[src/rtl/ps2_mouse_pkg.sv]
// Shared definitions for the PS/2 mouse packet framer and cursor tracker.
package ps2_mouse_pkg;

    typedef enum logic [1:0] {
        WAIT_B0 = 2'd0,
        WAIT_B1 = 2'd1,
        WAIT_B2 = 2'd2,
        UPDATE  = 2'd3
    } state_t;

    // Bit positions inside the packet header byte
    localparam int unsigned BTN_L = 0;
    localparam int unsigned BTN_R = 1;
    localparam int unsigned BTN_M = 2;
    localparam int unsigned SYNC  = 3;
    localparam int unsigned XS    = 4;
    localparam int unsigned YS    = 5;
    localparam int unsigned XO    = 6;
    localparam int unsigned YO    = 7;

    localparam int unsigned TIMEOUT_CYC_DEF = 54000;
    localparam int unsigned DELTA_W         = 9;

    typedef struct packed {
        logic [7:0] b0;
        logic [7:0] b1;
        logic [7:0] b2;
    } mouse_pkt_t;

    // 9-bit two's complement movement; an overflowed axis contributes nothing
    function automatic logic [DELTA_W-1:0] axis_delta(input logic sign,
                                                      input logic ovf,
                                                      input logic [7:0] mag);
        return ovf ? '0 : {sign, mag};
    endfunction

endpackage

[src/rtl/axis_accum_clamp.sv]
// One cursor axis: adds (or subtracts) a signed delta and clamps to 0..RES-1.
module axis_accum_clamp
    import ps2_mouse_pkg::*;
#(
    parameter int unsigned W      = 10,
    parameter int unsigned RES    = 640,
    parameter bit          INVERT = 1'b0
) (
    input  logic               clk,
    input  logic               rst,
    input  logic               en,
    input  logic [DELTA_W-1:0] delta,
    output logic [W-1:0]       pos
);

    localparam int unsigned SW = W + 2;
    localparam logic signed [SW-1:0] MAX_POS = SW'(RES - 1);

    logic signed [SW-1:0] pos_ext;
    logic signed [SW-1:0] delta_ext;
    logic signed [SW-1:0] sum;
    logic [W-1:0]         pos_nxt;

    assign pos_ext   = signed'({2'b00, pos});
    assign delta_ext = SW'(signed'(delta));

    // Wide signed sum so both underflow and overflow are visible before clamping
    always_comb begin
        sum     = INVERT ? (pos_ext - delta_ext) : (pos_ext + delta_ext);
        pos_nxt = W'(sum);
        if (sum[SW-1]) begin
            pos_nxt = '0;
        end else if (sum > MAX_POS) begin
            pos_nxt = W'(RES - 1);
        end
    end

    always_ff @(posedge clk or posedge rst) begin
        if (rst) begin
            pos <= W'(RES / 2);
        end else if (en) begin
            pos <= pos_nxt;
        end
    end

endmodule

[src/rtl/ps2_mouse_cursor.sv]
// Frames PS/2 stream-mode mouse bytes into packets and tracks a clamped cursor.
module ps2_mouse_cursor
    import ps2_mouse_pkg::*;
#(
    parameter int unsigned H_RES       = 640,
    parameter int unsigned V_RES       = 480,
    parameter int unsigned X_W         = 10,
    parameter int unsigned Y_W         = 10,
    parameter int unsigned TIMEOUT_CYC = TIMEOUT_CYC_DEF
) (
    input  logic           clk,
    input  logic           rst,
    input  logic           stream_en,
    input  logic [7:0]     rx_data,
    input  logic           rx_valid,
    input  logic           rx_error,
    output logic [X_W-1:0] cursor_x,
    output logic [Y_W-1:0] cursor_y,
    output logic           btn_left,
    output logic           btn_right,
    output logic           btn_middle,
    output logic           pkt_valid,
    output logic           sync_err
);

    localparam int unsigned CNT_W = $clog2(TIMEOUT_CYC + 1);

    state_t             state;
    mouse_pkt_t         pkt;
    logic [CNT_W-1:0]   to_cnt;
    logic               upd_en;
    logic [DELTA_W-1:0] dx;
    logic [DELTA_W-1:0] dy;

    assign dx     = axis_delta(pkt.b0[XS], pkt.b0[XO], pkt.b1);
    assign dy     = axis_delta(pkt.b0[YS], pkt.b0[YO], pkt.b2);
    assign upd_en = (state == UPDATE) && stream_en && !rx_error;

    // Packet framing FSM; priority is disable, then error, then byte, then timeout
    always_ff @(posedge clk or posedge rst) begin
        if (rst) begin
            state      <= WAIT_B0;
            pkt        <= '0;
            to_cnt     <= '0;
            btn_left   <= 1'b0;
            btn_right  <= 1'b0;
            btn_middle <= 1'b0;
            pkt_valid  <= 1'b0;
            sync_err   <= 1'b0;
        end else begin
            pkt_valid <= 1'b0;
            sync_err  <= 1'b0;
            if (!stream_en) begin
                state  <= WAIT_B0;
                to_cnt <= '0;
            end else if (rx_error) begin
                state    <= WAIT_B0;
                to_cnt   <= '0;
                sync_err <= 1'b1;
            end else begin
                case (state)
                    WAIT_B0: begin
                        if (rx_valid) begin
                            if (rx_data[SYNC]) begin
                                pkt.b0 <= rx_data;
                                to_cnt <= '0;
                                state  <= WAIT_B1;
                            end else begin
                                sync_err <= 1'b1;
                            end
                        end
                    end
                    WAIT_B1, WAIT_B2: begin
                        if (rx_valid) begin
                            to_cnt <= '0;
                            if (state == WAIT_B1) begin
                                pkt.b1 <= rx_data;
                                state  <= WAIT_B2;
                            end else begin
                                pkt.b2 <= rx_data;
                                state  <= UPDATE;
                            end
                        end else if (to_cnt == CNT_W'(TIMEOUT_CYC - 1)) begin
                            to_cnt   <= '0;
                            sync_err <= 1'b1;
                            state    <= WAIT_B0;
                        end else begin
                            to_cnt <= to_cnt + 1'b1;
                        end
                    end
                    UPDATE: begin
                        btn_left   <= pkt.b0[BTN_L];
                        btn_right  <= pkt.b0[BTN_R];
                        btn_middle <= pkt.b0[BTN_M];
                        pkt_valid  <= 1'b1;
                        state      <= WAIT_B0;
                    end
                    default: state <= WAIT_B0;
                endcase
            end
        end
    end

    axis_accum_clamp #(
        .W      (X_W),
        .RES    (H_RES),
        .INVERT (1'b0)
    ) u_axis_x (
        .clk   (clk),
        .rst   (rst),
        .en    (upd_en),
        .delta (dx),
        .pos   (cursor_x)
    );

    // Screen Y grows downward while mouse Y grows upward
    axis_accum_clamp #(
        .W      (Y_W),
        .RES    (V_RES),
        .INVERT (1'b1)
    ) u_axis_y (
        .clk   (clk),
        .rst   (rst),
        .en    (upd_en),
        .delta (dy),
        .pos   (cursor_y)
    );

endmodule

[config.mk]
export PLATFORM = sky130hd
export DESIGN_NAME = ps2_mouse_cursor
export DESIGN_NICKNAME = d
export VERILOG_FILES = /design/src/rtl/ps2_mouse_pkg.sv /design/src/rtl/axis_accum_clamp.sv /design/src/rtl/ps2_mouse_cursor.sv
export SDC_FILE = /design/constraint.sdc
export NUM_CORES = 1
export LEC_CHECK = 0
export ABC_AREA = 1
export CELL_PAD_IN_SITES_DETAIL_PLACEMENT = 0
export CELL_PAD_IN_SITES_GLOBAL_PLACEMENT = 1
export CORE_MARGIN = 4
export CORE_UTILIZATION = 39
export DETAILED_ROUTE_END_ITERATION = 10
export HOLD_SLACK_MARGIN = 0.1
export PLACE_DENSITY = 0.87
export SYNTH_ARGS = -nofsm -noshare
export SYNTH_HDL_FRONTEND = slang
export SYNTH_SLANG_ARGS = --single-unit
export TNS_END_PERCENT = 1
[constraint.sdc]
create_clock -name clk -period 1.92 [get_ports clk]
set_input_delay 0.384 -clock clk [delete_from_list [all_inputs] [get_ports clk]]
set_output_delay 0.384 -clock clk [all_outputs]
set_load 0.03 [all_outputs]
# ---- Word-level counts from Yosys, hierarchy flattened
# Cells that the tools add are included.
dict set report word_totals {
  ff_bits 67
  in_bits 13
  wordCells 69
}
dict set report classes {
  n_addsub 3
  order_cmp 2
  n_eq_ne 8
  muxes 31
  bitwise_logic 2
  reduce_logical 11
}
# cell count
set ops {}
lappend ops {{2-to-1 mux 16 bit} 6}
lappend ops {{2-to-1 mux 10 bit} 4}
lappend ops {{case mux 16 bit (2 select lines)} 1}
lappend ops {{2-to-1 mux 9 bit} 2}
lappend ops {{adder 16 x 1 -> 16 bit (second input constant)} 1}
lappend ops {{== test 16 bit (second input constant)} 1}
lappend ops {{AND reduction 5 bit} 3}
lappend ops {{adder 11 x 9 -> 12 bit} 1}
lappend ops {{> comparator 12 x 10 -> 1 bit (second input constant)} 1}
lappend ops {{> comparator 12 x 11 -> 1 bit (second input constant)} 1}
lappend ops {{2-to-1 mux 2 bit} 6}
lappend ops {{subtractor 11 x 9 -> 12 bit} 1}
lappend ops {{2-to-1 mux 1 bit} 10}
lappend ops {{AND reduction 3 bit} 3}
lappend ops {{!= test 4 bit (second input constant)} 2}
lappend ops {{case mux 2 bit (3 select lines)} 1}
lappend ops {{!= test 5 bit (second input constant)} 1}
lappend ops {{== test 2 bit (second input constant)} 2}
lappend ops {{!= test 4 x 1 -> 1 bit (second input constant)} 1}
lappend ops {{== test 2 x 1 -> 1 bit (second input constant)} 1}
lappend ops {{logical AND 1 bit} 2}
lappend ops {{logical NOT 2 bit} 1}
lappend ops {{inverter 1 bit} 2}
lappend ops {{case mux 1 bit (2 select lines)} 1}
lappend ops {{2 further kinds} 2}

# ---- Logic depth before layout (Yosys ltp)
dict set report depth {
  ltp_word 6
  ltp_mapped 17
  mapped_depth_nobuf 17
}

# ---- Hierarchy
# Synthesis repeated with hierarchy kept, for this count alone.
dict set report hier_totals {
  cells_unflattened 681
  area_unflattened_um2 4668.2
}
# module instances cells_per_inst area_each_um2 seq_area_each_um2
set by_module_without_submodules {}
lappend by_module_without_submodules {ps2_mouse_cursor 1 323 2392.3 1151.1}
lappend by_module_without_submodules {{axis_accum_clamp (u_axis_x)} 1 183 1194.9 252.7}
lappend by_module_without_submodules {{axis_accum_clamp (u_axis_y)} 1 175 1081.0 255.2}

# ---- Least setup slack after synthesis
# No wires, ideal clock.
dict set report synth_path {
  path_type {register to register}
  start {reg pkt[22] (netlist name)}
  end {reg u_axis_x.pos[0]}
  setup_time_ns 0.117
  t_arrival_ns 2.010
  path_slack_ns -0.207
  path_stages_with_launch 18
  synth_period_minus_slack_ns 2.127
  path_cell_list {dfrtp_1 > buf_6 > nor2_1 > ha_1 > inv_1 > fa_1 > inv_1 > nand3_1 > nand3_1 > nand2_1 > nand2_1 > nand2_1 > nand2_1 > nand2_1 > nand3_4 > nand3b_1 > nand2_1 > nand2_1}
}
dict set report synth_via {
  elab_chain_cells 5
}
# item line_no
set synth_rtl {}
lappend synth_rtl {{start: declaration} ps2_mouse_cursor.sv:29} ;# mouse_pkt_t pkt;
lappend synth_rtl {{2-to-1 mux 9 bit (*)} ps2_mouse_pkg.sv:34} ;# return ovf ? '0 : {sign, mag};
lappend synth_rtl {{adder 11 x 9 -> 12 bit (*)} axis_accum_clamp.sv:29} ;# sum = INVERT ? (pos_ext - delta_ext) : (pos_ext + delta_ext);
lappend synth_rtl {{> comparator 12 x 11 -> 1 bit} axis_accum_clamp.sv:33} ;# end else if (sum > MAX_POS) begin
lappend synth_rtl {{2-to-1 mux 10 bit} axis_accum_clamp.sv:33}
lappend synth_rtl {{2-to-1 mux 10 bit (*)} axis_accum_clamp.sv:31} ;# if (sum[SW-1]) begin
lappend synth_rtl {{end signal: assignment} axis_accum_clamp.sv:40} ;# pos <= W'(RES / 2);
lappend synth_rtl {{end signal: assignment} axis_accum_clamp.sv:42} ;# pos <= pos_nxt;
lappend synth_rtl {{end: declaration} axis_accum_clamp.sv:13} ;# output logic [W-1:0] pos
# Every way passes the cells marked *; elsewhere a longest branch is shown, timed or not.
# A chain may end at the register's enable or synchronous reset.

# ---- Worst setup path in the final report
# Ends and elaborated chain as after synthesis.

==> summary.md <==
| Metric | Value |
|---|---|
| Final Cycle Share | 114% |
| YS warnings | 0 |
| H-tree levels | 3 |
| Post-synth top area share | 33.8% |
| DRT iter0 DRCs | 226 |
| Post-Syn Area | 0.00444 sq mm |
| Syn nets | 665 |
| DP Area | 0.00571 sq mm |
| CP Class | reg -> reg |
| Die Height | 115 um |
| Critical path's most frequent cell | nand2_2 |
| Fillers | 974 |
| Cells after DPL | 887 |
| Clock skew | 0.00968 ns |
| Via/cell ratio | 4.86 |
| Max clock buf depth | 2 |
| Num CTS Buffers | 9 |
| WL/cell | 13.5 um |
| P per Cell Area | 1030 mW/mm^2 |
| Fmax | 458 MHz |
| Clock Sinks | 66 |
| Residual DRC count | 0 |
| Largest net degree at the start of global routing | 23 |
| P&R area growth vs syn | 46.5% |
| WL final | 12.3 mm |
| Delay-heaviest family, CP | simple AND/OR/NAND/NOR gates |
| Max_cap viols | 0 |
| Number of flops mapped to enable cells by yosys | 0 |
| Buffers on Ports | 37 |
| Global Route Usage Sum | 19.4% |
| Ant. Diodes | 0 |
| Tmin final | 2.18 ns |
| Root buffer cell | clkbuf_16 |
| Final Wtd Congestion | 0.876 |
| Most frequent cells after synthesis | nand2_1, inv_1, dfrtp_1 |
| Async SR Flop Fraction | 100% |
| Avg Cell Area, Syn | 7.14 sq um |
| Initial antenna violation count | 0 |
| Largest area contributor in the netlist | dfrtp_1 |
| Slew headroom | 66.8% |
| Unrepaired setup endpoints after global routing | yes |
| Slew at the pin closest to its max-slew limit | 0.497 ns |
| CP peak stage delay | 0.46 ns |
| Setup_tns | -3.72 ns |
| Vias in the first global route | 4412 |
| Detailed Routing Iterations Pass 1 | 4 |
| Failing checks | negative setup slack |
| Core Region | 0.0110 sq mm |
| CP max-delay cell | dfrtp_2 |
| Design Area, Final | 0.00650 sq mm |
| Max Slew Vio Count | 0 |
| Pleak | 3.41 nW |
| Type of origin of the critical path | register |
| Crit end category | register |
| Critical-path cell list | nor2_2 -> ha_2 -> inv_2 -> fa_2 -> inv_2 -> nand3_2 -> nand3_2 -> nand2_2 -> nand2_2 -> nand2_2 -> nand2_2 -> nand2_2 -> nand3_4 -> nand3b_1 -> nand2_1 -> nand2_1 |
| Yosys reg bits | 66 |
| Largest fanout on the critical path | 8 |
| Final hold vios | 0 |
| Die area | 0.0132 sq mm |
| Final Non-Filler Cells | 908 |
| Cells after synthesis | 622 |
| # setup viols final | 19 |
| Global-route wire length before repair | 20.6 mm |
| CTS tree | built |
| Antenna viol nets, final | 0 |
| Worst Hold Class | in -> async |
| Worst hold slack | 0.427 ns |
| Chip Width | 115 um |
| Fin nets | 806 |
| Synth area leaders | dfrtp_1, nand2_1, inv_1, ha_1, nand3_1 |
| Clk pin slew, worst setup/hold paths | 0.06 ns |
| Post-synthesis sequential area ratio | 37.4% |
| Gr ovfl total | 0 |
| FP Rows | 38 |
| Distinct cells, synth | 36 |
| Ys flop type | dfrtp_1 |
| WP data arrival | 2.41 ns |
| Starting Density | 40.4% |
| Post-DP HPWL | 9.04 mm |
| Fraction of layout cells with a size suffix above 1 | 28.6% |
| Worst-Skew Late Latency | 0.33 ns |
| Max IR drop VDD | 0.600 mV |
| Cell with the most instances after synthesis | nand2_1 |
| Vias | 4411 |
| Pre-CTS worst setup slack | -0.358 ns |
| Final Util | 59.2% |
| IO Pins | 38 |
| Total power | 6.73 mW |
| Worst Path Required | 2.14 ns |
| WP buf/inv | 2 |
| Final Worst Setup Slack | -0.262 ns |
| Outcome | finished, violations left |
==> final timing paths <==
path                           start         endpoint  slack (ns)  depth (start not counted)
max reg2reg                  pkt[22]  u_axis_x.pos[0]       -0.26                         16
max                          pkt[22]  u_axis_x.pos[0]       -0.26                         16
min                              rst  u_axis_y.pos[2]        0.43                          2
min in group clk           btn_right        btn_right        0.49                          2
min reg2reg                btn_right        btn_right        0.49                          2
max in group asynchronous        rst  u_axis_x.pos[6]        0.95                          3
==> cells in the final DEF, fill, tap and decap left out, types with 11 or more instances in the layout <==
cell               n
nor2_4            11
clkdlybuf4s50_1   22
dfrtp_1           58
nand3_1           30
nand3_2           11
buf_4             93
ha_1              14
nand4_1           16
inv_1             97
ha_4              13
nand2_2           23
dlygate4sd2_1     11
o21ai_0           35
nor2_1            39
nand2_1          178
a21oi_1           11
==> timing repair <==
action,4_1_cts,5_1_grt
gates cloned,1,0
pin swaps,25,11
gates resized for setup,74,27
hold buffers,0,0
setup endpoints to repair,26,32
setup buffers,4,0
==> sequential cells by signal (all words and copies together), names as in the netlist <==
register,count
btn_left,1
btn_middle,1
btn_right,1
pkt,23
pkt_valid,1
state,2
sync_err,1
to_cnt,16
u_axis_x.pos,10
u_axis_y.pos,10
==> kinds of logic after synthesis <==
| kind of cell | after synthesis | synth area share, % |
|---|---|---|
| compound gates | 69 | 9.05 |
| xor+xnor | 10 | 1.97 |
| fa+ha+maj | 30 | 8.79 |
| buf+inv | 115 | 9.98 |
| flops | 66 | 37.4 |
| simple gates | 332 | 32.8 |
==> power breakdown <==
part	switching, mW	internal (mW)	leakage, nW
Combinational	1.72	1.35	2.39
Clock	0.629	1.27	0.163
Sequential	0.147	1.61	0.852
Total	2.50	4.23	3.41
==> final cells by class <==
class	count	area [sq um]	share of cell area, %
Sequential cell	66	1660	25.5
Tap cell	140	175	2.69
Clock buffer	10	229	3.52
Multi-Input combinational cell	442	2750	42.3
Clock inverter	6	115	1.77
Inverter	108	412	6.33
Timing Repair Buffer	136	1160	17.8
==> layer usage <==
metal	share of wire [%]	up-vias	GRT usage, %	wire [um]
met1	44	2042	24.8	5420
met2	49	97	33.3	6040
li1	-	2249	-	-
met4	2.3	0	5.95	287
met3	4.3	23	3.65	522
met5	0	-	0	0
Note: power is estimated with default switching activity, not from simulation.
